$ cat src/rtl/rvfpm_pkg.sv
// Shared definitions for the rvfpm issue stage: OP-FP encodings, tracker entry
// layout and the register-class decoder.
package rvfpm_pkg;

  localparam logic [6:0] OP_FP = 7'b1010011;

  // funct7 encodings of the RV32F OP-FP operations
  localparam logic [6:0] F7_FADD     = 7'b0000000;
  localparam logic [6:0] F7_FSUB     = 7'b0000100;
  localparam logic [6:0] F7_FMUL     = 7'b0001000;
  localparam logic [6:0] F7_FDIV     = 7'b0001100;
  localparam logic [6:0] F7_FSGNJ    = 7'b0010000;
  localparam logic [6:0] F7_FMINMAX  = 7'b0010100;
  localparam logic [6:0] F7_FCMP     = 7'b1010000;
  localparam logic [6:0] F7_FMV_XW   = 7'b1110000;  // also FCLASS.S
  localparam logic [6:0] F7_FCVT_WS  = 7'b1100000;
  localparam logic [6:0] F7_FCVT_SW  = 7'b1101000;
  localparam logic [6:0] F7_FMV_WX   = 7'b1111000;

  // Widest tag a tracker entry can hold; narrower tags are zero-extended.
  localparam int unsigned TAG_W_MAX = 32;

  typedef struct packed {
    logic                 valid;
    logic                 wr_fp;
    logic [4:0]           rd;
    logic [TAG_W_MAX-1:0] id;
  } tracker_entry_t;

  typedef struct packed {
    logic rs1_fp;
    logic rs2_fp;
    logic rd_fp;
    logic legal;
  } decode_t;

  // Classify which register fields of an instruction touch the FP file.
  function automatic decode_t decode_regs(input logic [31:0] instr);
    decode_t    d;
    logic [6:0] f7;
    d  = '0;
    f7 = instr[31:25];
    if (instr[6:0] == OP_FP) begin
      d.legal  = 1'b1;
      d.rs1_fp = !(f7 inside {F7_FMV_WX, F7_FCVT_SW});
      d.rs2_fp = f7 inside {F7_FADD, F7_FSUB, F7_FMUL, F7_FDIV, F7_FSGNJ, F7_FMINMAX, F7_FCMP};
      d.rd_fp  = !(f7 inside {F7_FMV_XW, F7_FCMP, F7_FCVT_WS});
    end
    return d;
  endfunction

endpackage

$ cat src/rtl/rvfpm_issue_tracker.sv
// Shadow of the FPU pipeline: a shift register of issued tags plus the
// per-register pending-write mask and in-flight counter derived from it.
module rvfpm_issue_tracker
  import rvfpm_pkg::*;
#(
  parameter int unsigned NUM_REGS        = 32,
  parameter int unsigned PIPELINE_STAGES = 4,
  parameter int unsigned ID_W            = 8
) (
  input  logic                                   ck,
  input  logic                                   rst,
  input  logic                                   i_flush,
  input  logic                                   i_set_valid,
  input  logic [4:0]                             i_set_rd,
  input  logic                                   i_load_valid,
  input  logic                                   i_load_wr_fp,
  input  logic [4:0]                             i_load_rd,
  input  logic [ID_W-1:0]                        i_load_id,
  output logic                                   o_wb_valid,
  output logic                                   o_wb_fp,
  output logic [4:0]                             o_wb_rd,
  output logic [ID_W-1:0]                        o_wb_id,
  output logic [NUM_REGS-1:0]                    o_busy,
  output logic [NUM_REGS-1:0]                    o_retire_mask,
  output logic [$clog2(PIPELINE_STAGES+2)-1:0]   o_inflight
);

  localparam int unsigned CntW = $clog2(PIPELINE_STAGES + 2);

  tracker_entry_t      r_pipe [PIPELINE_STAGES];
  tracker_entry_t      w_tail;
  logic [NUM_REGS-1:0] r_busy;
  logic [NUM_REGS-1:0] w_set_mask;
  logic [NUM_REGS-1:0] w_retire_mask;
  logic [CntW-1:0]     r_inflight;
  logic [CntW-1:0]     w_inflight_d;
  logic                w_unused_tag;

  assign w_tail = r_pipe[PIPELINE_STAGES-1];

  // Masks of registers becoming pending / being released this cycle
  always_comb begin
    w_set_mask    = '0;
    w_retire_mask = '0;
    if (i_set_valid) w_set_mask = NUM_REGS'(1) << i_set_rd;
    if (w_tail.valid && w_tail.wr_fp) w_retire_mask = NUM_REGS'(1) << w_tail.rd;
  end

  // In-flight count: entry entering the shadow pipe vs entry leaving it
  always_comb begin
    w_inflight_d = r_inflight;
    if (i_load_valid && !w_tail.valid) begin
      w_inflight_d = r_inflight + CntW'(1);
    end else if (!i_load_valid && w_tail.valid) begin
      w_inflight_d = r_inflight - CntW'(1);
    end
  end

  // Shadow pipe, busy mask and counter; flush kills everything like reset
  always_ff @(posedge ck) begin
    if (rst || i_flush) begin
      for (int i = 0; i < PIPELINE_STAGES; i++) r_pipe[i] <= '0;
      r_busy     <= '0;
      r_inflight <= '0;
    end else begin
      if (i_load_valid) begin
        r_pipe[0] <= '{valid: 1'b1, wr_fp: i_load_wr_fp, rd: i_load_rd,
                       id: TAG_W_MAX'(i_load_id)};
      end else begin
        r_pipe[0] <= '0;
      end
      for (int i = 1; i < PIPELINE_STAGES; i++) r_pipe[i] <= r_pipe[i-1];
      // A register set and retired on the same edge stays busy.
      r_busy     <= (r_busy & ~w_retire_mask) | w_set_mask;
      r_inflight <= w_inflight_d;
    end
  end

  assign o_wb_valid    = w_tail.valid;
  assign o_wb_fp       = w_tail.wr_fp;
  assign o_wb_rd       = w_tail.rd;
  assign o_wb_id       = w_tail.id[ID_W-1:0];
  assign o_busy        = r_busy;
  assign o_retire_mask = w_retire_mask;
  assign o_inflight    = r_inflight;

  // Tag bits above ID_W are always zero.
  assign w_unused_tag = ^w_tail.id;

endmodule

$ cat src/rtl/rvfpm_issue_stage.sv
// Issue stage in front of the rvfpm pipeline: decodes OP-FP register usage,
// stalls on pending FP registers and drives the registered issue interface.
module rvfpm_issue_stage
  import rvfpm_pkg::*;
#(
  parameter int unsigned NUM_REGS        = 32,
  parameter int unsigned PIPELINE_STAGES = 4,
  parameter int unsigned ID_W            = 8
) (
  input  logic                                 ck,
  input  logic                                 rst,
  input  logic                                 in_valid,
  output logic                                 in_ready,
  input  logic [31:0]                          in_instr,
  input  logic [ID_W-1:0]                      in_id,
  input  logic                                 flush,
  output logic [31:0]                          instruction,
  output logic                                 enable,
  output logic [ID_W-1:0]                      issue_id,
  output logic                                 illegal,
  output logic                                 wb_valid,
  output logic                                 wb_fp,
  output logic [4:0]                           wb_rd,
  output logic [ID_W-1:0]                      wb_id,
  output logic [NUM_REGS-1:0]                  busy,
  output logic [$clog2(PIPELINE_STAGES+2)-1:0] inflight
);

  decode_t             w_dec;
  logic [NUM_REGS-1:0] w_need;
  logic [NUM_REGS-1:0] w_retire_mask;
  logic                w_hazard;
  logic                w_xfer;

  logic [31:0]         r_instruction;
  logic                r_enable;
  logic [ID_W-1:0]     r_issue_id;
  logic                r_illegal;
  logic                r_wr_fp;
  logic [4:0]          r_rd;

  assign w_dec = decode_regs(in_instr);

  // Registers this instruction needs free; a register retiring now counts as free
  always_comb begin
    w_need = '0;
    if (w_dec.rs1_fp) w_need = w_need | (NUM_REGS'(1) << in_instr[19:15]);
    if (w_dec.rs2_fp) w_need = w_need | (NUM_REGS'(1) << in_instr[24:20]);
    if (w_dec.rd_fp)  w_need = w_need | (NUM_REGS'(1) << in_instr[11:7]);
    w_hazard = |(w_need & busy & ~w_retire_mask);
  end

  assign in_ready = !rst && !flush && !w_hazard;
  assign w_xfer   = in_valid && in_ready;

  // Issue registers: strobe for one cycle, word and tag hold between issues
  always_ff @(posedge ck) begin
    if (rst) begin
      r_instruction <= '0;
      r_enable      <= 1'b0;
      r_issue_id    <= '0;
      r_illegal     <= 1'b0;
      r_wr_fp       <= 1'b0;
      r_rd          <= '0;
    end else begin
      r_enable  <= w_xfer && w_dec.legal;
      r_illegal <= w_xfer && !w_dec.legal;
      if (w_xfer && w_dec.legal) begin
        r_instruction <= in_instr;
        r_issue_id    <= in_id;
        r_wr_fp       <= w_dec.rd_fp;
        r_rd          <= in_instr[11:7];
      end
    end
  end

  rvfpm_issue_tracker #(
    .NUM_REGS        (NUM_REGS),
    .PIPELINE_STAGES (PIPELINE_STAGES),
    .ID_W            (ID_W)
  ) u_tracker (
    .ck            (ck),
    .rst           (rst),
    .i_flush       (flush),
    .i_set_valid   (w_xfer && w_dec.legal && w_dec.rd_fp),
    .i_set_rd      (in_instr[11:7]),
    .i_load_valid  (r_enable),
    .i_load_wr_fp  (r_wr_fp),
    .i_load_rd     (r_rd),
    .i_load_id     (r_issue_id),
    .o_wb_valid    (wb_valid),
    .o_wb_fp       (wb_fp),
    .o_wb_rd       (wb_rd),
    .o_wb_id       (wb_id),
    .o_busy        (busy),
    .o_retire_mask (w_retire_mask),
    .o_inflight    (inflight)
  );

  assign instruction = r_instruction;
  assign enable      = r_enable;
  assign issue_id    = r_issue_id;
  assign illegal     = r_illegal;

endmodule

$ cat config.mk
export PLATFORM = sky130hd
export DESIGN_NAME = rvfpm_issue_stage
export DESIGN_NICKNAME = d
export VERILOG_FILES = /design/src/rtl/rvfpm_pkg.sv /design/src/rtl/rvfpm_issue_tracker.sv /design/src/rtl/rvfpm_issue_stage.sv
export SDC_FILE = /design/constraint.sdc
export NUM_CORES = 1
export LEC_CHECK = 0
export ABC_CLOCK_PERIOD_IN_PS = 7200
export BUFFER_PORTS_ARGS = -buffer_cell sky130_fd_sc_hd__clkbuf_2
export CAP_MARGIN = 20
export CORE_MARGIN = 2
export CORE_UTILIZATION = 40
export CTS_BUF_LIST = sky130_fd_sc_hd__clkbuf_2 sky130_fd_sc_hd__clkbuf_4 sky130_fd_sc_hd__clkbuf_8
export DETAILED_ROUTE_END_ITERATION = 6
export MAX_ROUTING_LAYER = met4
export PLACE_DENSITY = 0.73
export REMOVE_ABC_BUFFERS = 1
export SLEW_MARGIN = 5
export SYNTH_ARGS = -nofsm -noshare
export SYNTH_HDL_FRONTEND = slang
export SYNTH_SLANG_ARGS = --single-unit
$ cat constraint.sdc
create_clock -name ck -period 7.2 [get_ports ck]
set_clock_uncertainty 0.15 [all_clocks]
set_input_delay 0.72 -clock ck [delete_from_list [all_inputs] [get_ports ck]]
set_output_delay 0.72 -clock ck [all_outputs]
set_load 0.01 [all_outputs]
Word level (Yosys, flattened, before mapping)

Memory sizes are Yosys's and may differ from the RTL's.
Cells that the tools add are included.

Register bits after elaboration: 83
RAM bits: 156
Input bits: 44
Output and inout port bits: 93
Logic and storage cells: 84
Memories kept: 1

Memories:

| name             | words | bits a word | read ports | clocked after Yosys merged registers in | wr ports | line                      | text |
|---|---|---|---|---|---|---|---|
| u_tracker.r_pipe | 4     | 39          | 4          | 0                                       | 4        | rvfpm_issue_tracker.sv:30 | `tracker_entry_t r_pipe [PIPELINE_STAGES];` |

Add/subtract/negate cells: 2
Eq/ne operators: 11
Shift-type cells: 4
Muxes and demuxes: 22
Bitwise logic cells: 12
Reduce and logical (&&, ||, !) cells: 24

Operator list:

| cell                 | count |
|---|---|
| $mux 39              | 5 |
| $mux 32              | 5 |
| $shl 1x5->32 const A | 4 |
| $and 32x32->32       | 3 |
| $or 32x32->32        | 3 |
| $eq 7x7->1 const B   | 6 |
| $not 32->32          | 1 |
| $reduce_or 32->1     | 1 |
| $eq 7x4->1 const B   | 2 |
| $eq 7x5->1 const B   | 2 |
| $logic_and 1x1->1    | 9 |
| $mux 1               | 9 |
| $logic_not 1->1      | 8 |
| $eq 7x3->1 const B   | 1 |
| $logic_not 7->1      | 1 |
| $reduce_bool 7->1    | 1 |
| $mux 3               | 2 |
| $or 1x1->1           | 5 |
| $mux 4               | 1 |
| $reduce_bool 2->1    | 2 |
| $add 3x1->3 const B  | 1 |
| $reduce_bool 3->1    | 1 |
| $sub 3x1->3 const B  | 1 |
| $logic_or 1x1->1     | 1 |

Depth between registers and ports, before layout

Gate-level depths: netlist (run 1).

Depth after elaboration: 19
Depth in mapped cells: 13
Depth with buffers taken out: 8

By module

A second synthesis (run 1) with hierarchy kept.

Cells, all modules: 929
Area total of the unflattened synthesis: 7865.0 um2

Modules (own cells, without submodules):

| module              | instances | cells an instance | area an instance (um2) | seq. area each (um2) |
|---|---|---|---|---|
| rvfpm_issue_stage   | 1         | 591               | 4292.9                 | 860.8 |
| rvfpm_issue_tracker | 1         | 338               | 3572.2                 | 2052.0 |

Least setup slack after synthesis (run 1)

OpenSTA, ideal clock, no wires.

Kind: input port to output port
From: input in_instr[25]
To: output in_ready
Data arrival time: 3349 ps
Required time: 6330 ps
Setup slack: 2981 ps
Stages on the path: 11
Path buffers: 4
Cells stage by stage: or4b_1 -> buf_2 -> buf_6 -> o211ai_2 -> o22ai_1 -> a221oi_2 -> o2111ai_1 -> or4_1 -> buf_4 -> clkbuf_1 -> nor2_1

Cells in the longest elaborated chain, start to end: 14
Elaborated cells between the ends (all ways): 27
Classes of those cells: eq/ne (10); mux (4); bitwise (4); reduce/logical (9)

RTL lines:

| what                            | line                    | text |
|---|---|---|
| start, declared                 | rvfpm_issue_stage.sv:14 | `input logic [31:0] in_instr,` |
| $eq 7x7->1                      | rvfpm_pkg.sv:45         | `d.rs1_fp = !(f7 inside {F7_FMV_WX, F7_FCVT_SW});` |
| $reduce_bool 2->1               | rvfpm_pkg.sv:45         |  |
| $logic_not 1->1                 | rvfpm_pkg.sv:45         |  |
| $mux 4 (*)                      | rvfpm_pkg.sv:43         | `if (instr[6:0] == OP_FP) begin` |
| $mux 32                         | rvfpm_issue_stage.sv:47 | `if (w_dec.rs1_fp) w_need = w_need \| (NUM_REGS'(1) << in_instr[19:15]);` |
| $or 32x32->32                   | rvfpm_issue_stage.sv:48 | `if (w_dec.rs2_fp) w_need = w_need \| (NUM_REGS'(1) << in_instr[24:20]);` |
| $mux 32                         | rvfpm_issue_stage.sv:48 |  |
| $or 32x32->32                   | rvfpm_issue_stage.sv:49 | `if (w_dec.rd_fp) w_need = w_need \| (NUM_REGS'(1) << in_instr[11:7]);` |
| $mux 32 (*)                     | rvfpm_issue_stage.sv:49 |  |
| $and 32x32->32 (*) (2 in a row) | rvfpm_issue_stage.sv:50 | `w_hazard = \|(w_need & busy & ~w_retire_mask);` |
| $reduce_or 32->1 (*)            | rvfpm_issue_stage.sv:50 |  |
| $logic_not 1->1 (*)             | rvfpm_issue_stage.sv:53 | `assign in_ready = !rst && !flush && !w_hazard;` |
| $logic_and 1x1->1 (*)           | rvfpm_issue_stage.sv:53 |  |
| end, declared                   | rvfpm_issue_stage.sv:13 | `output logic in_ready,` |

Every way passes the cells marked *; elsewhere a longest branch is shown, timed or not.

Final worst setup path (run 1)

Same ends and word-level chain as after synthesis.

==> run metrics, run 1 <==
Yosys warnings=0; worst-margin pin slew=~1 ns; VDD IR-drop max=approximately 110 uV; CP Capture Type=output pin; Fillers=1509; I/O pins=approximately 140; CP arrival=between 4 and 5 ns; Tcrit/Tclk final=roughly three quarters; vias per cell=5.882; library cells used by synthesis=69; Synth-to-Final Area Change=18.93%; R2R depth=9; Post-synth top cells=dfxtp_1, and2_1, clkbuf_1, nand2_1, o21ai_0; Horiz. Die Dim=roughly 130 um; multi-input logic area=between 3000 and 4000 um2; hold path depth=1; RSZ-0062 raised after global routing=false; CTS Buf Count=17; Setup Buffers After CTS=0; Clock Sinks=about 140; initial antenna violation count=0; Die Ht=around 130 um; Final Non-Filler Cells=about 1000; post-route ant nets=0; final setup TNS=0 ns; FF+latch area=about 2900 um2; std cell rows=between 40 and 50; # DRC=0; Diodes inserted=0; Worst Path Max Fanout=20; Worst-Skew Late Latency=0.44 ns; Starting Density=40.84%; Initial DRC Count=approximately 650; H-Tree Depth=4; crit path kind=primary input to output pin; WL/cell=around 20 um; top_reg_cell synth=dfxtp_1; Post-synth EDFFs=15; post-synth top area cell=dfxtp_1; drt first pass iters=6; Core Area=about 16000 um2; Final Hold Viols=0; HPWL Detailed=~16000 um; P_leak=around 3.0 nW; fin. max-slew vios=0; gr usage total=around a quarter; DR top layer=met4; total gr overflow=0; most frequent cell after synthesis=dfxtp_1; Yosys reg bits=about 140; DR WL met2=roughly 9000 um; run status=finished clean; largest net degree at the start of global routing=45; Clock Tree Root=clkbuf_8; asr flop ratio synth=0%; DIE AREA=17190 um2; Gate Count Post-Synth=around 700; CP Launch Type=primary input; worst-case clock buffer depth=2; syn avg cell area=about 9.3 um2; Cell Pwr Density=a little over 200 nW/um2; hold-fix buffers at CTS=0; WP data required=between 6 and 7 ns; min-delay worst type=register to register; # Max-Cap Violations=0; Port Buffer Count=136; # setup viols final=0; CTS resizes=0; routed via count=between 6000 and 7000; Final Routed Wirelength=roughly 21000 um; Max transition margin=between 30 and 40%; Inst Count DP=roughly 1000; met3 WL=around 1900 um; crit path time final=about 5.4 ns; Final GP Congestion=roughly 1.0; Final #Nets=860; share of cells above drive strength 1=between 20% and 30%; synthesized cell area=around 6500 um2; vias in the first global route=between 5000 and 6000; proportion of synthesized chip area in sequential cells=roughly 45%; Max Clk Rate=185.2 MHz; wl on met1=about 9400 um; first-pass GRT wire length=32420 um; TritonCTS clock tree=built; clock-pin slew on the worst setup and hold paths=0.08 ns; post-synth top area share=approximately two fifths; Synth area leaders=dfxtp_1, edfxtp_1, and2_1, o31ai_1, nand4_1
flip-flops by register name (all words and copies together) (netlist names):
signal	cells
enable	1
illegal	1
instruction	32
issue_id	8
r_wr_fp	1
u_tracker.o_busy	32
u_tracker.o_inflight	3
u_tracker.r_pipe	60
final timing paths:
kind | from | to | slack, ns
worst max-delay path | in_instr[25] | in_ready | 1.80
worst max register to register | u_tracker.r_pipe[0][152] | instruction[31] | 2.24
worst min-delay path | u_tracker.r_pipe[0][114] | u_tracker.r_pipe[0][153] | 0.27
worst min register to register | u_tracker.r_pipe[0][114] | u_tracker.r_pipe[0][153] | 0.27
layout make-up:
type | instances | area share, %
multi-input combinational | 500 | 42.79
clock inverter | 10 | 1.872
timing repair buffer | 145 | 9.733
tap | 216 | 3.516
inverter | 12 | 0.5859
clock buffer | 22 | 3.613
sequential | 138 | 37.89
metrics by stage:
stage                     utilization [%]  worst slack [ns]  area (um2)  power (mW)  hold WS (ns)
after floorplan                         -             1.619        6206      0.8385        0.2557
after global placement              45.86             1.583        7258      0.8871        0.2579
after detailed placement            45.91             1.506        7266      0.8859        0.2607
after CTS                           48.57             1.816        7687       1.560        0.2687
after global routing                48.57             1.609        7687       1.603        0.2827
final                               48.57             1.799        7687       1.547        0.2652
worst max-delay path, cell delays in order:
cell and delay (ns):
clkbuf_2 0.09, or4b_1 0.85, o211ai_1 0.93, nor2_1 0.17, nor3_1 0.27, o2111ai_1 0.18
or4_1 0.93, nor2_1 0.22, clkbuf_2 0.15
metal layers:
metal	GRT usage, %	vias up
li1	-	2817
met1	34.43	2890
met2	35.47	360
met3	4.861	68
met4	10.45	0
met5	-	-
report_power, final:
| group | total [mW] | switching [mW] | internal, mW |
|---|---|---|---|
| registers | 0.784 | 0.00162 | 0.782 |
| logic | 0.0868 | 0.0634 | 0.0234 |
| clock network | 0.676 | 0.306 | 0.370 |
| total | 1.55 | 0.371 | 1.18 |
layout by cell type, fill, tap and decap left out, types with 10 or more instances in the layout:
cell type,synthesis,layout
nand3_1,10,10
o21ai_0,35,35
o22ai_1,28,28
a21oi_1,22,22
o211ai_1,11,11
o31ai_1,25,25
nor2_1,26,25
conb_1,1,15
nand2b_1,11,11
clkbuf_8,0,18
and3_1,14,14
nand2_1,36,36
inv_1,12,12
and2_1,48,48
clkbuf_2,0,136
o32ai_1,16,16
nor3_1,30,30
nand4_1,29,29
nor2b_1,22,22
dfxtp_1,123,123
edfxtp_1,15,15
logic make-up (layout without fill, tap and decap cells):
group                    count (synthesis)  count (layout)  synth area share [%]
AO/OA/AOI/OAI                          187             187                 20.65
AND/OR/NAND/NOR                        276             276                 24.87
multiplexers                            18              18                 3.078
buffers and inverters                   74             189                 5.497
flip-flops                             138             138                 45.06
other                                    1              15               0.05802
adder cells (fa/ha/maj)                  2               2                0.5033
XOR/XNOR                                 2               2                0.2711
No activity file was read; power rests on OpenSTA's default activity.
==> run 2, diff against run 1 <==
--- a/config.mk
+++ b/config.mk
@@ -5,7 +5,8 @@
 export SDC_FILE = /design/constraint.sdc
 export NUM_CORES = 1
 export LEC_CHECK = 0
-export ABC_CLOCK_PERIOD_IN_PS = 7200
+export ABC_AREA = 1
+export ABC_CLOCK_PERIOD_IN_PS = 4400
 export BUFFER_PORTS_ARGS = -buffer_cell sky130_fd_sc_hd__clkbuf_2
 export CAP_MARGIN = 20
 export CORE_MARGIN = 2
==> constraint.sdc (replaced) <==
create_clock -name ck -period 4.4 [get_ports ck]
set_clock_uncertainty 0.15 [all_clocks]
set_input_delay 0.44 -clock ck [delete_from_list [all_inputs] [get_ports ck]]
set_output_delay 0.44 -clock ck [all_outputs]
set_load 0.01 [all_outputs]
==> run metrics, run 2 <==
run status=finished clean (unchanged); worst-margin pin slew=0.7886 ns (was 1.002 ns); asr flop ratio synth=0% (unchanged); reg-to-reg startpoint=u_tracker.r_pipe[0][151] (was u_tracker.r_pipe[0][152]); Yosys reg bits=138 (unchanged); Fillers=2106 (was 1509); CP peak stage delay=0.57 ns (was 0.93 ns); CP Cell Sequence=nor3_1 -> nand2_1 -> o21ai_0 -> inv_1 -> nand2_1 -> nand2_1 -> nor2_1 -> nand2_1 -> nor2_1 -> nand2_1 -> nor2_4 -> clkbuf_2 (was clkbuf_2 -> or4b_1 -> o211ai_1 -> nor2_1 -> nor3_1 -> o2111ai_1 -> or4_1 -> nor2_1 -> clkbuf_2); Reg with most FFs=u_tracker.r_pipe (unchanged); std cell rows=51 (was 46); Cell Pwr Density=277.8 nW/um2 (was 201.2 nW/um2); Die Ht=145.2 um (was 131.1 um); Core Area=19530 um2 (was 15830 um2); total gr overflow=0 (unchanged); proportion of synthesized chip area in sequential cells=36.54% (was 45.06%); Diodes inserted=0 (unchanged); Crit path buffers/inverters=2 (unchanged); R2R setup slack=1.16 ns (was 2.24 ns); fin. max-slew vios=0 (unchanged); Top delay family on crit path=simple AND/OR/NAND/NOR gates (unchanged); Worst path slowest cell=nor2_4 (was o211ai_1); Final Routed Wirelength=26220 um (was 21170 um); worst-case clock buffer depth=2 (unchanged); multi-input logic area=3925 um2 (was 3289 um2); dpl ws=0.6704 ns (was 1.506 ns); CTS resizes=0 (unchanged); CP Launch Type=register (was primary input); hold path depth=3 (was 1); P_leak=4.734 nW (was 3.029 nW); Hold EP=issue_id[1] (was u_tracker.r_pipe[0][153]); Post-synth EDFFs=15 (unchanged); Initial DRC Count=955 (was 647); TritonCTS clock tree=built (unchanged); Worst Path Max Fanout=35 (was 20); Starting Density=40.82% (was 40.84%); vias in the first global route=7748 (was 5632); crit path time final=slightly below 4 ns; Final #Nets=1439 (was 860); initial antenna violation count=0 (unchanged); Synth-to-Final Area Change=15.13% (was 18.93%); VDD IR-drop max=211.9 uV (was 112.5 uV); # DRC=0 (unchanged); post-route ant nets=0 (unchanged); clock-pin slew on the worst setup and hold paths=0.09 ns (was 0.08 ns); final setup TNS=0 ns (unchanged); DIE AREA=21070 um2 (was 17190 um2); gr usage total=25.44% (was 24.86%); largest net degree at the start of global routing=79 (was 45); drt first pass iters=6 (unchanged); Port Buffer Count=136 (unchanged); CP Capture Type=output pin (unchanged); Setup Buffers After CTS=0 (unchanged); most frequent cells in the layout=nor2_1, nand2_1, inv_1 (was clkbuf_2, dfxtp_1, and2_1); RSZ-0062 raised after global routing=false (unchanged); Clock Tree Root=clkbuf_8 (unchanged); synthesized cell area=7971 um2 (was 6464 um2); commonest non-fill, non-tap cell in the layout=nor2_1 (was clkbuf_2); Worst-Skew Late Latency=0.47 ns (was 0.44 ns); Gate Count Post-Synth=1292 (was 698); FF+latch area=2913 um2 (unchanged); Max transition margin=47.43% (was 32.93%); # Max-Cap Violations=0 (unchanged); WL/cell=15.69 um (was 20.29 um); WP data required=3.81 ns (was 6.33 ns); fin worst setup slack=0.5335 ns (was 1.799 ns); H-Tree Depth=4 (unchanged); Final GP Congestion=1.005 (was 1.023); first-pass GRT wire length=41660 um (was 32420 um); library cells used by synthesis=33 (was 69); crit path kind=register to output pin (was primary input to output pin); HPWL Detailed=19450 um (was 15560 um); post-synth top area cell=dfxtp_1 (unchanged); vias per cell=5.077 (was 5.882); Worst Min Path Start=in_id[1] (was u_tracker.r_pipe[0][114]); Yosys warnings=0 (unchanged); Final Hold Viols=0 (unchanged); worst r2r dst=u_tracker.o_busy[5] (was instruction[31]); min-delay worst type=primary input to register (was register to register); share of cells above drive strength 1=14.58% (was 25.27%); max reg flops=60 (unchanged); top_reg_cell synth=dfxtp_1 (unchanged); post-synth top area share=30.89% (was 38.10%); # setup viols final=0 (unchanged); Post-synth top cells=nor2_1, nand2_1, inv_1, dfxtp_1, nand4_1 (was dfxtp_1, and2_1, clkbuf_1, nand2_1, o21ai_0); Max Clk Rate=about 260 MHz; most frequent cell after synthesis=nor2_1 (was dfxtp_1); CP arrival=3.28 ns (was 4.53 ns); R2R depth=13 (was 9); hold-fix buffers at CTS=0 (unchanged); CTS Buf Count=17 (unchanged); I/O pins=137 (unchanged); Horiz. Die Dim=145.2 um (was 131.1 um); Tcrit/Tclk final=87.88%; syn avg cell area=6.170 um2 (was 9.260 um2); most used cell, CP=nand2_1; Clock Sinks=138 (unchanged); routed via count=8483 (was 6135); Synth area leaders=dfxtp_1, nor2_1, nand2_1, inv_1, nand4_1 (was dfxtp_1, edfxtp_1, and2_1, o31ai_1, nand4_1); Final Power=2.550 mW (was 1.547 mW)
==> run 2: layout make-up <==
cell class	instances	share of cell area, %
timing repair buffer	158	9.571
clock buffer	18	2.699
inverter	194	7.935
sequential	138	31.74
multi-input combinational	884	42.77
tap	265	3.613
clock inverter	14	1.677
==> run 2: power breakdown <==
group | internal (mW) | total (mW) | switching (mW)
clock network | 0.485 | 1.08 | 0.595
logic | 0.0428 | 0.186 | 0.144
registers | 1.28 | 1.28 | 0.00327
==> run 2: how the worst max path moves through the flow <==
stage | from | endpoint | slack (ns) | depth (start not counted)
detailed placement | in_instr[28] | in_ready | 0.67 | 14
global route | u_tracker.r_pipe[0][149] | in_ready | 0.23 | 13
global placement | in_instr[27] | in_ready | 0.70 | 14
floorplan | in_instr[25] | instruction[30] | 0.20 | 14
finish | u_tracker.r_pipe[0][151] | in_ready | 0.53 | 12
CTS | u_tracker.r_pipe[0][151] | in_ready | 0.52 | 12
==> run 2: routing by layer <==
metal	global-route usage [%]	routed length, um	vias to the layer above
met5	-	0	-
met4	7.549	509	0
met3	4.371	2094	39
met2	37.76	11370	344
met1	35.59	12250	3857
li1	-	-	4243
==> run 2: through the flow <==
stage / util, % / hold slack, ns / instances / area, um2
floorplan: - / 0.2436 / 1216 / 7566
global placement: 44.80 / 0.2451 / 1638 / 8748
detailed placement: 44.94 / 0.2474 / 1639 / 8776
CTS: 47.00 / 0.04283 / 1671 / 9178
global route: 47.00 / 0.04544 / 1671 / 9178
finish: 47.00 / 0.05547 / 1671 / 9178
==> run 2: cells by family after synthesis <==
family / synth area share [%]
DFF: 36.54
xor gates and xnor gates: 0.1099
other: 0.04704
AOI/OAI and AO/OA: 6.106
and+or+nand+nor: 41.91
adders and majority gates: 0.4081
buffers and inverters: 14.88
==> run 2: worst reg2reg max path, cell delays in order, from the launching register on <==
cell     delay (ns)
dfxtp_1        0.42
nor3_1         0.47
nand2_1        0.18
o21ai_0        0.27
inv_1          0.10
nand2_1        0.12
nand2_1        0.07
nor2_1         0.10
nand2_1        0.07
nor2_1         0.08
nand2_1        0.10
nor2_4         0.57
nand4_1        0.26
a21oi_1        0.20
